$ cat src/rtl/adc_frame_align_if.sv
// ============================================================================
//  Module   : adc_frame_align_if
//  Purpose  : Control/status bundle between a frame aligner and its user.
//  Revision : 1.0 - initial release
// ============================================================================
`default_nettype none

interface adc_frame_align_if #(
   parameter int WIDTH = 6
);
   logic             start;
   logic [WIDTH-1:0] frame;
   logic             serdes_rst;
   logic             bs;
   logic             busy;
   logic             locked;
   logic             fail;
   logic [3:0]       slip_cnt;

   modport master (
      output start, frame,
      input  serdes_rst, bs, busy, locked, fail, slip_cnt
   );

   modport slave (
      input  start, frame,
      output serdes_rst, bs, busy, locked, fail, slip_cnt
   );
endinterface

`default_nettype wire

$ cat src/rtl/adc_frame_align.sv
// ============================================================================
//  Module   : adc_frame_align
//  Purpose  : ISERDES2 word-alignment sequencer: reset, bitslip until the frame
//             word matches PATTERN, verify, lock. Optional lock monitor is
//             enabled by defining ADC_ALIGN_MON_EN.
//  Revision : 1.0 - initial release
// ============================================================================
`default_nettype none

module adc_frame_align #(
   parameter int               WIDTH    = 6,
   parameter logic [WIDTH-1:0] PATTERN  = 6'b111000,
   parameter int               RST_CYC  = 4,
   parameter int               SETTLE   = 4,
   parameter int               VERIFY   = 16,
   parameter int               MAX_SLIP = 12
) (
   input  logic               clk,
   input  logic               rst_n,
   adc_frame_align_if.slave   bus
);

   localparam int TMR_W = 8;

   typedef enum logic [2:0] {
      ST_IDLE   = 3'd0,
      ST_RESET  = 3'd1,
      ST_SETTLE = 3'd2,
      ST_CHECK  = 3'd3,
      ST_SLIP   = 3'd4,
      ST_VERIFY = 3'd5,
      ST_LOCK   = 3'd6,
      ST_FAILED = 3'd7
   } state_t;

   state_t           state_q, state_d;
   logic [TMR_W-1:0] tmr_q, tmr_d;
   logic [7:0]       match_q, match_d;
   logic             serdes_rst_q, serdes_rst_d;
   logic             bs_q, bs_d;
   logic             busy_q, busy_d;
   logic             locked_q, locked_d;
   logic             fail_q, fail_d;
   logic [3:0]       slip_cnt_q, slip_cnt_d;
   logic             w_match;
   logic             w_enter_reset;

`ifdef ADC_ALIGN_MON_EN
   localparam int MISS_LIMIT = 3;
   logic [1:0] miss_q, miss_d;
`endif

   assign w_match = (bus.frame == PATTERN);

   always_comb begin
      state_d       = state_q;
      tmr_d         = tmr_q;
      match_d       = match_q;
      serdes_rst_d  = serdes_rst_q;
      bs_d          = 1'b0;
      busy_d        = busy_q;
      locked_d      = locked_q;
      fail_d        = fail_q;
      slip_cnt_d    = slip_cnt_q;
      w_enter_reset = 1'b0;
`ifdef ADC_ALIGN_MON_EN
      miss_d        = miss_q;
`endif

      case (state_q)
         ST_IDLE, ST_FAILED: begin
            if (bus.start) w_enter_reset = 1'b1;
         end
         ST_RESET: begin
            if (tmr_q == TMR_W'(RST_CYC - 1)) begin
               state_d      = ST_SETTLE;
               tmr_d        = '0;
               serdes_rst_d = 1'b0;
            end else begin
               tmr_d = tmr_q + 1'b1;
            end
         end
         ST_SETTLE: begin
            if (tmr_q == TMR_W'(SETTLE - 1)) state_d = ST_CHECK;
            else                             tmr_d   = tmr_q + 1'b1;
         end
         ST_CHECK: begin
            if (w_match) begin
               if (VERIFY == 1) begin
                  state_d  = ST_LOCK;
                  locked_d = 1'b1;
                  busy_d   = 1'b0;
               end else begin
                  state_d = ST_VERIFY;
                  match_d = 8'd1;
               end
            end else if (slip_cnt_q == 4'(MAX_SLIP)) begin
               state_d = ST_FAILED;
               fail_d  = 1'b1;
               busy_d  = 1'b0;
            end else begin
               state_d    = ST_SLIP;
               bs_d       = 1'b1;
               slip_cnt_d = slip_cnt_q + 1'b1;
            end
         end
         ST_SLIP: begin
            state_d = ST_SETTLE;
            tmr_d   = '0;
         end
         ST_VERIFY: begin
            if (w_match) begin
               if (match_q == 8'(VERIFY - 1)) begin
                  state_d  = ST_LOCK;
                  match_d  = '0;
                  locked_d = 1'b1;
                  busy_d   = 1'b0;
               end else begin
                  match_d = match_q + 1'b1;
               end
            end else begin
               // Recheck the same word after settling; a glitch must not cost a slip.
               state_d = ST_SETTLE;
               tmr_d   = '0;
               match_d = '0;
            end
         end
         ST_LOCK: begin
            if (bus.start) begin
               w_enter_reset = 1'b1;
`ifdef ADC_ALIGN_MON_EN
            end else if (!w_match) begin
               if (miss_q == 2'(MISS_LIMIT - 1)) w_enter_reset = 1'b1;
               else                              miss_d        = miss_q + 1'b1;
            end else begin
               miss_d = '0;
`endif
            end
         end
         default: state_d = ST_IDLE;
      endcase

      if (w_enter_reset) begin
         state_d      = ST_RESET;
         tmr_d        = '0;
         match_d      = '0;
         serdes_rst_d = 1'b1;
         busy_d       = 1'b1;
         locked_d     = 1'b0;
         fail_d       = 1'b0;
         slip_cnt_d   = '0;
`ifdef ADC_ALIGN_MON_EN
         miss_d       = '0;
`endif
      end
   end

   always_ff @(posedge clk or negedge rst_n) begin
      if (!rst_n) begin
         state_q      <= ST_IDLE;
         tmr_q        <= '0;
         match_q      <= '0;
         serdes_rst_q <= 1'b0;
         bs_q         <= 1'b0;
         busy_q       <= 1'b0;
         locked_q     <= 1'b0;
         fail_q       <= 1'b0;
         slip_cnt_q   <= '0;
`ifdef ADC_ALIGN_MON_EN
         miss_q       <= '0;
`endif
      end else begin
         state_q      <= state_d;
         tmr_q        <= tmr_d;
         match_q      <= match_d;
         serdes_rst_q <= serdes_rst_d;
         bs_q         <= bs_d;
         busy_q       <= busy_d;
         locked_q     <= locked_d;
         fail_q       <= fail_d;
         slip_cnt_q   <= slip_cnt_d;
`ifdef ADC_ALIGN_MON_EN
         miss_q       <= miss_d;
`endif
      end
   end

   assign bus.serdes_rst = serdes_rst_q;
   assign bus.bs         = bs_q;
   assign bus.busy       = busy_q;
   assign bus.locked     = locked_q;
   assign bus.fail       = fail_q;
   assign bus.slip_cnt   = slip_cnt_q;

endmodule

`default_nettype wire
$ cat src/flat_wrapper.sv
// flat-port wrapper written by rule: the top's interface ports become plain ports
module adc_frame_align_flat 
#(
   parameter int               WIDTH    = 6,
   parameter logic [WIDTH-1:0] PATTERN  = 6'b111000,
   parameter int               RST_CYC  = 4,
   parameter int               SETTLE   = 4,
   parameter int               VERIFY   = 16,
   parameter int               MAX_SLIP = 12
)
  (clk, rst_n, bus_start, bus_frame, bus_serdes_rst, bus_bs, bus_busy, bus_locked, bus_fail, bus_slip_cnt);
  adc_frame_align_if #(.WIDTH(WIDTH)) bus_i ();
  input  logic clk;
  input  logic rst_n;
  input wire logic [$bits(bus_i.start)-1:0] bus_start;
  input wire logic [$bits(bus_i.frame)-1:0] bus_frame;
  output wire logic [$bits(bus_i.serdes_rst)-1:0] bus_serdes_rst;
  output wire logic [$bits(bus_i.bs)-1:0] bus_bs;
  output wire logic [$bits(bus_i.busy)-1:0] bus_busy;
  output wire logic [$bits(bus_i.locked)-1:0] bus_locked;
  output wire logic [$bits(bus_i.fail)-1:0] bus_fail;
  output wire logic [$bits(bus_i.slip_cnt)-1:0] bus_slip_cnt;
  assign bus_i.start = bus_start;
  assign bus_i.frame = bus_frame;
  assign bus_serdes_rst = bus_i.serdes_rst;
  assign bus_bs = bus_i.bs;
  assign bus_busy = bus_i.busy;
  assign bus_locked = bus_i.locked;
  assign bus_fail = bus_i.fail;
  assign bus_slip_cnt = bus_i.slip_cnt;
  adc_frame_align #(.WIDTH(WIDTH), .PATTERN(PATTERN), .RST_CYC(RST_CYC), .SETTLE(SETTLE), .VERIFY(VERIFY), .MAX_SLIP(MAX_SLIP)) u_core (.clk(clk), .rst_n(rst_n), .bus(bus_i));
endmodule
$ cat config.mk
export PLATFORM = sky130hd
export DESIGN_NAME = adc_frame_align_flat
export DESIGN_NICKNAME = d
export VERILOG_FILES = /design/src/rtl/adc_frame_align_if.sv /design/src/rtl/adc_frame_align.sv /design/src/flat_wrapper.sv
export SDC_FILE = /design/constraint.sdc
export NUM_CORES = 1
export LEC_CHECK = 0
export BUFFER_PORTS_ARGS = -buffer_cell sky130_fd_sc_hd__buf_4
export CORE_MARGIN = 2
export CORE_UTILIZATION = 62
export DETAILED_ROUTE_END_ITERATION = 16
export PLACE_DENSITY = 0.82
export SLEW_MARGIN = 10
export SYNTH_ARGS = -nofsm -noshare
export SYNTH_HDL_FRONTEND = slang
export SYNTH_SLANG_ARGS = --single-unit
$ cat constraint.sdc
create_clock -name clk -period 6.2 [get_ports clk]
set_clock_uncertainty 0.1 [all_clocks]
set_input_delay 0 -clock clk [delete_from_list [all_inputs] [get_ports clk]]
set_output_delay 0 -clock clk [all_outputs]
set_load 0.05 [all_outputs]
==> impl_metrics.csv, run 1 <==
group,metric,value,unit
status,status,"finished, violations left",
status,violations,"hold timing",
timing,max_freq,421,MHz
timing,maxSlewHeadroom,0.532,
timing,setup_tns,0,ns
cells_and_area,fin_nets,215,
logic_synthesis,synth_top_area_share,0.429,
floorplanning,die-area,0.00306,mm²
timing,final-hold-violation-count,1,
placed_design,hpwl,2540,µm
logic_synthesis,synth.area.top_cells,"dfrtp_1 43%, o21ai_0 6.1%, nand3_1 4.9%, nand2_1 3.7%, nor2_1 3.5%",
floorplanning,rows,18,
cells_and_area,drive_gt1_frac,0.149,
logic_synthesis,async_reset_ff_frac,1.00,
setup_path,cp_cell_sequence,"ha_1 -> or4b_4 -> o21ai_0 -> a31oi_1 -> o21ai_0 -> o21ai_0",
placed_design,postPlaceCellArea,0.00176,mm²
timing,setup_slack,3.83,ns
placed_design,gp_congestion,0.768,
pwr,power,722,µW
drt,drtPass1Iterations,4,
pwr,power.density,389,mW/mm²
logic_synthesis,yosysWarnings,0,
pwr,ir_worst_vdd,0.313,mV
global_routing,antenna_found_initial,0,
setup_path,cp-start-kind,"flip-flop",
logic_synthesis,seq_area_frac_synth,0.429,
setup_path,rrSetupSlack,3.83,ns
clock_network,clk_path_buf_depth,2,
clock_network,cts_setup_buffers,0,
logic_synthesis,syn-cell-area,0.00163,mm²
logic_synthesis,avgSynthCellArea,8.96,µm²
pwr,p_sw_frac,0.429,
setup_path,crit_path_end_kind,"flip-flop",
clock_network,cts_htree_levels,1,
setup_path,timing.rr.start,"u_core.tmr_q[0]$_DFFE_PN0P_",
drt,vias,1493,
setup_path,crit_path_max_incr_delay,0.57,ns
drt,drc,0,
clock_network,cts.sinks,28,
drt,viasPerCell,6.46,
setup_path,cpLargestDelayFamily,"compound AO/OA/AOI/OAI gates",
floorplanning,dieWidth,55.3,µm
logic_synthesis,synthesis.nets,195,
pwr,internal-power,412,µW
clock_network,clkLatencyLatePin,0.34,ns
global_routing,grt_usage,0.245,
hold_path,hold_path_class,"in2reg",
placed_design,dp_slack,4.02,ns
global_routing,grt_max_degree,27,
hold_path,min-delay-start,"bus_frame[1]",
global_routing,grt_pass1_vias,1366,
run,maxCapViolCount,0,
setup_path,worstPathRequired,6.33,ns
clock_network,cts_made_buffers,3,
global_routing,grt_overflow,0,
pwr,p_switching,309,µW
timing,report.final.slew_viol_count,0,
clock_network,cts.clk_slew.worst_paths,0.15,ns
logic_synthesis,synth.distinct_cells,46,
timing,finalSetupViolCount,0,
logic_synthesis,ys_ff_latch,28,
pwr,p_leak,0.843,nW
logic_synthesis,yosys.area.top_type,"dfrtp_1",
setup_path,cpMostUsedCell,"o21ai_0",
timing,hold_ws,-0.0000942,ns
hold_path,hold_depth,4,
logic_synthesis,syn_inst,182,
setup_path,crit_slowest_cell,"o21ai_0",
floorplanning,fp.coreArea,0.00248,mm²
clock_network,post_cts_resized,0,
drt,first_iter_violations,97,
floorplanning,start_util,0.659,
clock_network,root_buffer,"clkbuf_4",
drt,wirelength,3590,µm
drt,avgRoutedWirePerCell,15.5,µm
setup_path,crit_buf_inv,0,
timing,rsz0062_at_grt,"false",
setup_path,ff2ff_path_depth,6,
setup_path,cp_max_fo,5,
cells_and_area,syn_to_final_growth,13.8,%
floorplanning,ios,18,
setup_path,worstReg2RegEnd,"u_core.tmr_q[5]$_DFFE_PN0P_",
drt,ant_nets,0,
floorplanning,fp.dieH,55.3,µm
timing,worstMarginPinSlew,0.702,ns
clock_network,cts_tree,"done",
timing,fin_crit_sh,0.383,
pwr,clkPwrFrac,0.169,
logic_synthesis,synth_edf_count,0,
setup_path,critPathKind,"reg2reg",
cells_and_area,diodes,0,
global_routing,grt_pass1_wl,6130,µm
logic_synthesis,ys.flop_type,"dfrtp_1",
timing,period_needed,2.37,ns
pwr,pwr-share-comb,0.452,
placed_design,io_buffers,17,
cells_and_area,final_cell_area,0.00186,mm²
hold_path,min_to,"u_core.match_q[7]$_DFFE_PN0P_",
setup_path,cp.arrival,2.50,ns
pwr,p_seq_frac,0.379,
==> how the worst max path moves through the flow <==
stage / start / to / slack (ns) / cells past startpoint
6_report: u_core.tmr_q[0]$_DFFE_PN0P_ / u_core.tmr_q[5]$_DFFE_PN0P_ / 3.83 / 6
5_1_grt: u_core.tmr_q[0]$_DFFE_PN0P_ / u_core.tmr_q[5]$_DFFE_PN0P_ / 3.75 / 6
4_1_cts: u_core.tmr_q[0]$_DFFE_PN0P_ / u_core.tmr_q[5]$_DFFE_PN0P_ / 3.90 / 6
3_5_place_dp: u_core.tmr_q[0]$_DFFE_PN0P_ / u_core.tmr_q[7]$_DFFE_PN0P_ / 4.02 / 6
3_3_place_gp: u_core.tmr_q[0]$_DFFE_PN0P_ / u_core.tmr_q[7]$_DFFE_PN0P_ / 4.14 / 6
2_1_floorplan: u_core.bus.slip_cnt[0]$_DFFE_PN0P_ / u_core.bus.slip_cnt[3]$_DFFE_PN0P_ / 4.10 / 7
==> synthesized netlist by cell type (all sizes together) (2+ instances only) <==
cell,n
a211oi,3
a21oi,9
a22o,2
a31oi,6
and2,4
and3,7
buf,2
clkbuf,4
dfrtp,28
ha,4
inv,11
nand2,16
nand3,16
nand4,3
nor2,15
nor4,2
o21ai,20
o22ai,2
o31ai,2
or3,3
xor2,3
==> layout make-up <==
class | count | area (µm²)
clock buffers | 3 | 22.5
clock inverters | 1 | 30.0
fillers | 173 | 621
inverters | 11 | 41.3
multi-input cells | 137 | 857
flip-flops and latches | 28 | 701
well taps | 30 | 37.5
repair buffers | 21 | 168
==> metrics by stage <==
| stage | std cells | util | hold slack, ns |
|---|---|---|---|
| CTS | 231 | 0.749 | 0.00451 |
| detailed placement | 223 | 0.712 | -0.163 |
| global placement | 223 | 0.712 | -0.167 |
| finish | 231 | 0.749 | -0.0000942 |
| floorplan | 182 | - | -0.396 |
| global route | 231 | 0.749 | 0.00564 |
==> flip-flops by register name (all words and copies together) (netlist names) <==
| register | cells |
|---|---|
| u_core.bus.busy | 1 |
| u_core.bus.fail | 1 |
| u_core.bus.serdes_rst | 1 |
| u_core.bus.slip_cnt | 4 |
| u_core.tmr_q | 8 |
| u_core.state_q | 3 |
| u_core.match_q | 8 |
| u_core.bus.bs | 1 |
| u_core.bus.locked | 1 |
==> cell usage in the layout (no fill, tap or decap), types with 4 or more instances in the layout <==
master	count
nand3_1	16
dlygate4sd3_1	4
nor2_1	15
and3_1	6
inv_1	11
nand2_1	16
ha_1	4
buf_4	17
a21oi_1	9
o21ai_0	20
a31oi_1	6
dfrtp_1	28
==> worst register-to-register path, delay by kind of cell, from the launching register on <==
family,cells,cell delay [ns]
compound gates,4,1.06
simple gates,1,0.50
flops,1,0.40
fa+ha+maj,1,0.22
==> power by group through the flow <==
stage               registers [mW]  clock network [mW]  logic (mW)
finish                       0.273               0.122       0.326
global route                 0.279               0.129       0.360
CTS                          0.271               0.123       0.324
detailed placement           0.275                   0       0.318
global placement             0.272                   0       0.305
floorplan                    0.283                   0       0.250
==> per-layer routing <==
metal	track usage	part of all wire	up-vias
met5	0	0	-
met3	0.0258	0.060	6
met1	0.346	0.44	718
met2	0.379	0.49	62
li1	-	-	707
met4	0.115	0.015	0
==> kinds of logic (layout without fill, tap and decap cells) <==
family          count (synthesis)  after routing  synth area share
compound gates                 52             52             0.201
mux                             3              3            0.0268
buf+inv                        17             36            0.0452
flops                          28             28             0.429
fa+ha+maj                       4              4            0.0307
simple gates                   74             74             0.245
xor+xnor                        4              4            0.0215
==> what timing repair did <==
item / 4_1_cts / 5_1_grt
hold buffers: 4 / 0
endpoints found under the hold margin: 30 / 0
endpoints found under the setup margin: 0 / 0
Power figures use the tool's default switching activity.
==> run 2: changes to the inputs <==
--- a/config.mk
+++ b/config.mk
@@ -7,9 +7,9 @@
 export LEC_CHECK = 0
 export BUFFER_PORTS_ARGS = -buffer_cell sky130_fd_sc_hd__buf_4
 export CORE_MARGIN = 2
-export CORE_UTILIZATION = 62
+export CORE_UTILIZATION = 52
 export DETAILED_ROUTE_END_ITERATION = 16
-export PLACE_DENSITY = 0.82
+export PLACE_DENSITY = 0.73
 export SLEW_MARGIN = 10
 export SYNTH_ARGS = -nofsm -noshare
 export SYNTH_HDL_FRONTEND = slang
==> constraint.sdc (replaced) <==
create_clock -name clk -period 1.9 [get_ports clk]
set_clock_uncertainty 0.1 [all_clocks]
set_input_delay 0 -clock clk [delete_from_list [all_inputs] [get_ports clk]]
set_output_delay 0 -clock clk [all_outputs]
set_load 0.05 [all_outputs]
==> run 2 against run 1 <==
Compared with the run above:
- fmax increased by 22%
- routed wire length is 3.5% higher
- highest routed layer unchanged
- critical endpoint is now u_core.tmr_q[0]$_DFFE_PN0P_
- via count grew 2.3%
- core utilization decreased by 6.5 points
- final area is 12% higher
- the flow finishes with violations (setup timing)
- non-clock buffer count grew 22
- register-to-register slack lost 3.9 ns
- clock-buffer cell count unchanged
==> impl_metrics.csv, run 2 (same netlist as run 1, synthesis figures left out) <==
group,metric,value,unit
status,status,"finished, violations left",
status,violations,"setup timing",
setup_path,worstPathRequired,2.04,ns
timing,worstMarginPinSlew,0.753,ns
clock_network,cts.clk_slew.worst_paths,0.16,ns
timing,max_freq,512,MHz
timing,rsz0062_at_grt,"true",
floorplanning,ios,18,
drt,viasPerCell,5.72,
drt,vias,1527,
clock_network,cts_htree_levels,1,
setup_path,cp.arrival,2.09,ns
setup_path,crit_slowest_cell,"or4b_4",
timing,report.final.slew_viol_count,0,
timing,setup_slack,-0.0514,ns
floorplanning,start_util,0.539,
setup_path,crit_path_max_incr_delay,0.48,ns
cells_and_area,mostFrequentLayoutCell,"buf_4",
cells_and_area,final_cell_mix,"39 x buf_4, 25 x dfrtp_1, 16 x nand2_1, 16 x nand3_1, 15 x nor2_1",
hold_path,hold_path_class,"in2reg",
placed_design,place_inst,255,
pwr,p_leak,0.954,nW
cells_and_area,syn_to_final_growth,27.1,%
cells_and_area,drive_gt1_frac,0.278,
setup_path,cp_cell_sequence,"ha_2 -> or4b_4 -> or2_4 -> and3_4 -> mux2_2",
drt,wirelength,3710,µm
setup_path,critPathKind,"reg2reg",
global_routing,grt_pass1_wl,6200,µm
global_routing,grt_pass1_vias,1416,
setup_path,cpLargestDelayFamily,"simple AND/OR/NAND/NOR gates",
clock_network,cts_tree,"done",
clock_network,clk_path_buf_depth,2,
timing,fin_crit_sh,1.03,
global_routing,grt_usage,0.229,
timing,final-hold-violation-count,0,
clock_network,cts_made_buffers,3,
drt,avgRoutedWirePerCell,13.9,µm
drt,drc,0,
setup_path,crit_path_end_kind,"flip-flop",
timing,finalSetupViolCount,1,
floorplanning,dieWidth,60.0,µm
global_routing,antenna_found_initial,0,
clock_network,root_buffer,"clkbuf_4",
floorplanning,die-area,0.00360,mm²
floorplanning,rows,20,
timing,maxSlewHeadroom,0.496,
setup_path,crit_buf_inv,0,
clock_network,cts.sinks,28,
setup_path,cp_max_fo,8,
placed_design,gp_congestion,0.812,
run,maxCapViolCount,0,
drt,ant_nets,0,
clock_network,clkLatencyLatePin,0.34,ns
placed_design,hpwl,2680,µm
timing,setup_tns,-0.0514,ns
cells_and_area,fin_nets,237,
global_routing,grt_max_degree,17,
global_routing,grt_overflow,0,
drt,drtPass1Iterations,4,
cells_and_area,diodes,0,
cells_and_area,stdcell_count,267,
floorplanning,fp.dieH,60.0,µm
placed_design,io_buffers,17,
timing,period_needed,1.95,ns
pwr,power.density,1260,mW/mm²
drt,first_iter_violations,106,
cells_and_area,postLayoutCoreUtil,0.685,
setup_path,cp-start-kind,"flip-flop",
floorplanning,fp.coreArea,0.00303,mm²
pwr,ir_worst_vdd,0.837,mV
==> run 2: cell types whose count changed in the layout (fill, tap and decap cells not counted), moves of 3 or more <==
cell | before | now
buf_4 | 17 | 39
dfrtp_1 | 28 | 25
dfrtp_2 | 0 | 3
o21ai_0 | 20 | 11
o21ai_1 | 0 | 9
==> run 2: worst reg2reg max path: stages, from the launching register on <==
cell and delay (ns):
dfrtp_1 0.39, ha_2 0.17, or4b_4 0.48, or2_4 0.26, and3_4 0.20, mux2_2 0.27
==> run 2: per-stage QoR <==
step | instance area (µm²) | hold WS, ns | setup WS, ns | power (mW)
6_report | 2070 | 0.0774 | -0.0514 | 2.60
5_1_grt | 2070 | 0.118 | -0.0990 | 2.79
4_1_cts | 2030 | 0.0691 | -0.0370 | 2.52
3_5_place_dp | 1920 | -0.159 | -0.0347 | 2.09
3_3_place_gp | 1920 | -0.167 | 0.0110 | 2.04
2_1_floorplan | 1640 | -0.396 | -0.0909 | 1.74
==> run 2: layer usage <==
metal  global-route usage  part of all wire  vias up
met5                    0                 0        -
met4               0.0667            0.0078        0
met3               0.0260             0.035        4
met2                0.393              0.50       38
met1                0.304              0.46      743
li1                     -                 -      742
==> run 2: final timing paths <==
kind / start / end / slack [ns] / cells past startpoint
max: u_core.tmr_q[0]$_DFFE_PN0P_ / u_core.tmr_q[0]$_DFFE_PN0P_ / -0.05 / 5
min: bus_frame[1] / u_core.state_q[2]$_DFFE_PN0P_ / 0.08 / 6
max reg2reg: u_core.tmr_q[0]$_DFFE_PN0P_ / u_core.tmr_q[0]$_DFFE_PN0P_ / -0.05 / 5
min reg2reg: u_core.tmr_q[7]$_DFFE_PN0P_ / u_core.tmr_q[7]$_DFFE_PN0P_ / 0.42 / 1
max in group asynchronous: rst_n / u_core.state_q[0]$_DFFE_PN0P_ / 0.51 / 3
min in group asynchronous: rst_n / u_core.match_q[4]$_DFFE_PN0P_ / 0.61 / 3
==> run 2: cell type report <==
| type | count | area, µm² |
|---|---|---|
| clock buffer | 3 | 22.5 |
| clock inverter | 1 | 30.0 |
| fill | 233 | 955 |
| inverter | 11 | 41.3 |
| multi-input combinational | 137 | 887 |
| sequential | 28 | 704 |
| tap | 44 | 55.1 |
| timing repair buffer | 43 | 333 |
==> run 2: timing repair <==
item / 4_1_cts / 5_1_grt
buffers inserted: 2 / 2
hold buffers: 4 / 0
pin swaps: 1 / 7
gates resized for setup: 0 / 17
hold endpoints to repair: 30 / 0
setup endpoints to repair: 5 / 18
==> run 2: report_power, final <==
part / total (mW) / leakage (nW) / switching [mW] / internal (mW)
registers: 0.827 / 0.363 / 0.110 / 0.718
logic: 1.38 / 0.563 / 0.773 / 0.604
clock network: 0.400 / 0.0279 / 0.186 / 0.214
total: 2.60 / 0.954 / 1.07 / 1.53
==> run 3: changes to the inputs <==
--- a/config.mk
+++ b/config.mk
@@ -5,11 +5,12 @@
 export SDC_FILE = /design/constraint.sdc
 export NUM_CORES = 1
 export LEC_CHECK = 0
+export ABC_AREA = 1
 export BUFFER_PORTS_ARGS = -buffer_cell sky130_fd_sc_hd__buf_4
 export CORE_MARGIN = 2
-export CORE_UTILIZATION = 52
+export CORE_UTILIZATION = 53
 export DETAILED_ROUTE_END_ITERATION = 16
-export PLACE_DENSITY = 0.73
+export PLACE_DENSITY = 0.74
 export SLEW_MARGIN = 10
 export SYNTH_ARGS = -nofsm -noshare
 export SYNTH_HDL_FRONTEND = slang
==> run 3 against run 2 <==
Compared with the run above:
- the run ends with hold timing left
- combinational power is 5% higher
- global-route usage decreased by 1.1 points
- largest power group unchanged
- final area fell by 0.78%
- clock-buffer cell count is the same
- power is 6.1% higher
- die area grew 6.4%
- largest cell class unchanged
==> impl_metrics.csv, run 3 <==
group,metric,value,unit
status,status,"finished, violations left",
status,violations,"hold timing",
logic_synthesis,yosys.area.top_type,"dfrtp_1",
global_routing,grtUsageMet2,0.350,
drt,viasPerCell,5.25,
global_routing,grt.met1_usage,0.314,
cells_and_area,diodes,0,
floorplanning,fp.coreArea,0.00328,mm²
logic_synthesis,synthTopCellsByCount,"86 x nand2_1, 30 x nand3_1, 28 x dfrtp_1, 25 x nor2_1, 24 x inv_1",
drt,avgRoutedWirePerCell,11.8,µm
drt,wirelength,3870,µm
floorplanning,start_util,0.541,
global_routing,grt_max_degree,29,
logic_synthesis,synth_top_area_share,0.394,
logic_synthesis,synth.area.top_cells,"dfrtp_1 39%, nand2_1 18%, nand3_1 8.4%, nor2_1 5.3%, o21ai_0 5.1%",
floorplanning,die-area,0.00383,mm²
hold_path,hold_path_class,"in2async",
setup_path,worstPathRequired,2.04,ns
cells_and_area,fin_nets,297,
timing,setup_slack,0.176,ns
setup_path,startpoint,"u_core.state_q[1]$_DFFE_PN0P_",
floorplanning,ios,18,
cells_and_area,final_cell_area,0.00206,mm²
timing,rsz0062_at_grt,"false",
global_routing,grt_pass1_vias,1452,
drt,vias,1726,
clock_network,clkLatencyLatePin,0.33,ns
placed_design,postPlaceCellArea,0.00198,mm²
timing,worstMarginPinSlew,0.366,ns
setup_path,cp.arrival,1.86,ns
logic_synthesis,synthesis.nets,271,
clock_network,cts_made_buffers,3,
setup_path,ff2ff_path_depth,9,
logic_synthesis,yosysWarnings,0,
clock_network,cts_htree_levels,1,
setup_path,rrSetupSlack,0.18,ns
timing,fin_crit_sh,0.908,
clock_network,cts.sinks,28,
clock_network,cts.clk_slew.worst_paths,0.16,ns
cells_and_area,syn_to_final_growth,15.7,%
global_routing,antenna_found_initial,0,
timing,maxSlewHeadroom,0.756,
timing,period_needed,1.72,ns
global_routing,busiest_layer,"met2",
floorplanning,dieWidth,61.9,µm
logic_synthesis,avgSynthCellArea,6.89,µm²
floorplanning,fp.dieH,61.9,µm
timing,final-hold-violation-count,5,
global_routing,grt_use_met3,0.0207,
cells_and_area,mostFrequentLayoutCell,"nand2_1",
logic_synthesis,synth.distinct_cells,23,
logic_synthesis,ys.flop_type,"dfrtp_1",
placed_design,io_buffers,17,
clock_network,cts_tree,"done",
logic_synthesis,ys_ff_latch,28,
logic_synthesis,syn_inst,258,
timing,report.final.slew_viol_count,0,
timing,setup_tns,0,ns
logic_synthesis,yosysMostFrequentCell,"nand2_1",
logic_synthesis,seq_area_frac_synth,0.394,
global_routing,grt_overflow,0,
placed_design,hpwl,2830,µm
cells_and_area,drive_gt1_frac,0.152,
setup_path,critPathKind,"reg2reg",
global_routing,grt_usage,0.218,
timing,hold_ws,-0.00309,ns
drt,drtPass1Iterations,4,
timing,finalSetupViolCount,0,
pwr,ir_worst_vdd,0.626,mV
logic_synthesis,async_reset_ff_frac,1.00,
placed_design,dp_slack,0.125,ns
logic_synthesis,syn-cell-area,0.00178,mm²
cells_and_area,nFillCells,312,
logic_synthesis,synth_edf_count,0,
pwr,power.density,1340,mW/mm²
cells_and_area,final_cell_mix,"86 x nand2_1, 30 x nand3_1, 27 x dfrtp_1, 24 x inv_1, 24 x nor2_1",
clock_network,clk_path_buf_depth,2,
global_routing,grt_pass1_wl,6290,µm
drt,drc,0,
setup_path,crit_path_end_kind,"flip-flop",
setup_path,worstReg2RegEnd,"u_core.tmr_q[1]$_DFFE_PN0P_",
drt,first_iter_violations,71,
setup_path,endpoint,"u_core.tmr_q[1]$_DFFE_PN0P_",
cells_and_area,seq_area,702,µm²
setup_path,timing.rr.start,"u_core.state_q[1]$_DFFE_PN0P_",
clock_network,root_buffer,"clkbuf_4",
setup_path,cp_max_fo,15,
placed_design,gp_congestion,0.881,
run,maxCapViolCount,0,
floorplanning,rows,21,
cells_and_area,multi_input_area,966,µm²
timing,max_freq,580,MHz
drt,ant_nets,0,
pwr,p_leak,1.08,nW
setup_path,cp-start-kind,"flip-flop",
run 3: metal layers:
metal,vias up,wire length [µm]
met4,0,37
met2,39,1800
met5,-,0
li1,888,-
met3,4,135
met1,795,1900
run 3: timing repair:
item | in CTS | in global routing
setup endpoints to repair | 0 | 3
endpoints found under the hold margin | 29 | 0
hold buffers | 2 | 0
buffers inserted | 0 | 0
gates resized for setup | 0 | 2
run 3: how the worst min path moves through the flow:
stage	startpoint	to	slack, ns	cells past startpoint
after floorplan	rst_n	u_core.bus.bs$_DFF_PN0_	-0.40	0
after global placement	rst_n	u_core.state_q[2]$_DFFE_PN0P_	-0.15	1
after detailed placement	rst_n	u_core.tmr_q[1]$_DFFE_PN0P_	-0.16	1
after CTS	rst_n	u_core.tmr_q[2]$_DFFE_PN0P_	0.002	2
after global routing	rst_n	u_core.tmr_q[2]$_DFFE_PN0P_	0.03	2
final	rst_n	u_core.tmr_q[2]$_DFFE_PN0P_	-0.003	2
run 3: final cells by class:
type	instances	share of cell area
clock buffer	3	0.0109
clock inverter	1	0.0146
inverter	29	0.0529
multi-input combinational	200	0.470
sequential	28	0.341
tap	46	0.0280
timing repair buffer	22	0.0827
run 3: logic make-up (layout without fill, tap and decap cells):
family          after synthesis  in the layout  share of synthesized area
flops                        28             28                      0.394
fa+ha+maj                     4              4                     0.0282
xor+xnor                      5              5                     0.0246
compound gates               31             31                     0.0943
buf+inv                      30             55                     0.0640
simple gates                160            160                      0.395
run 3: power breakdown:
group | internal (mW) | leakage, nW | switching [mW]
clock | 0.213 | 0.0279 | 0.188
sequential | 0.737 | 0.369 | 0.172
combinational | 0.449 | 0.683 | 1.01
run 3: per-stage QoR:
| step | power (mW) | cells | utilization |
|---|---|---|---|
| 5_1_grt | 3.01 | 329 | 0.626 |
| 3_3_place_gp | 2.33 | 323 | 0.603 |
| 3_5_place_dp | 2.36 | 323 | 0.603 |
| 4_1_cts | 2.76 | 329 | 0.625 |
| 6_report | 2.76 | 329 | 0.626 |
| 2_1_floorplan | 1.96 | 258 | - |
run 3: worst max-delay path, stage by stage, from the launching register on:
cell and delay [ns]:
dfrtp_1 0.49, inv_2 0.09, nand2_2 0.13, nand2_2 0.09, nor2_4 0.21, inv_2 0.17, nand3_2 0.10, nand2_2 0.13
nand2_1 0.09, nand2_1 0.05
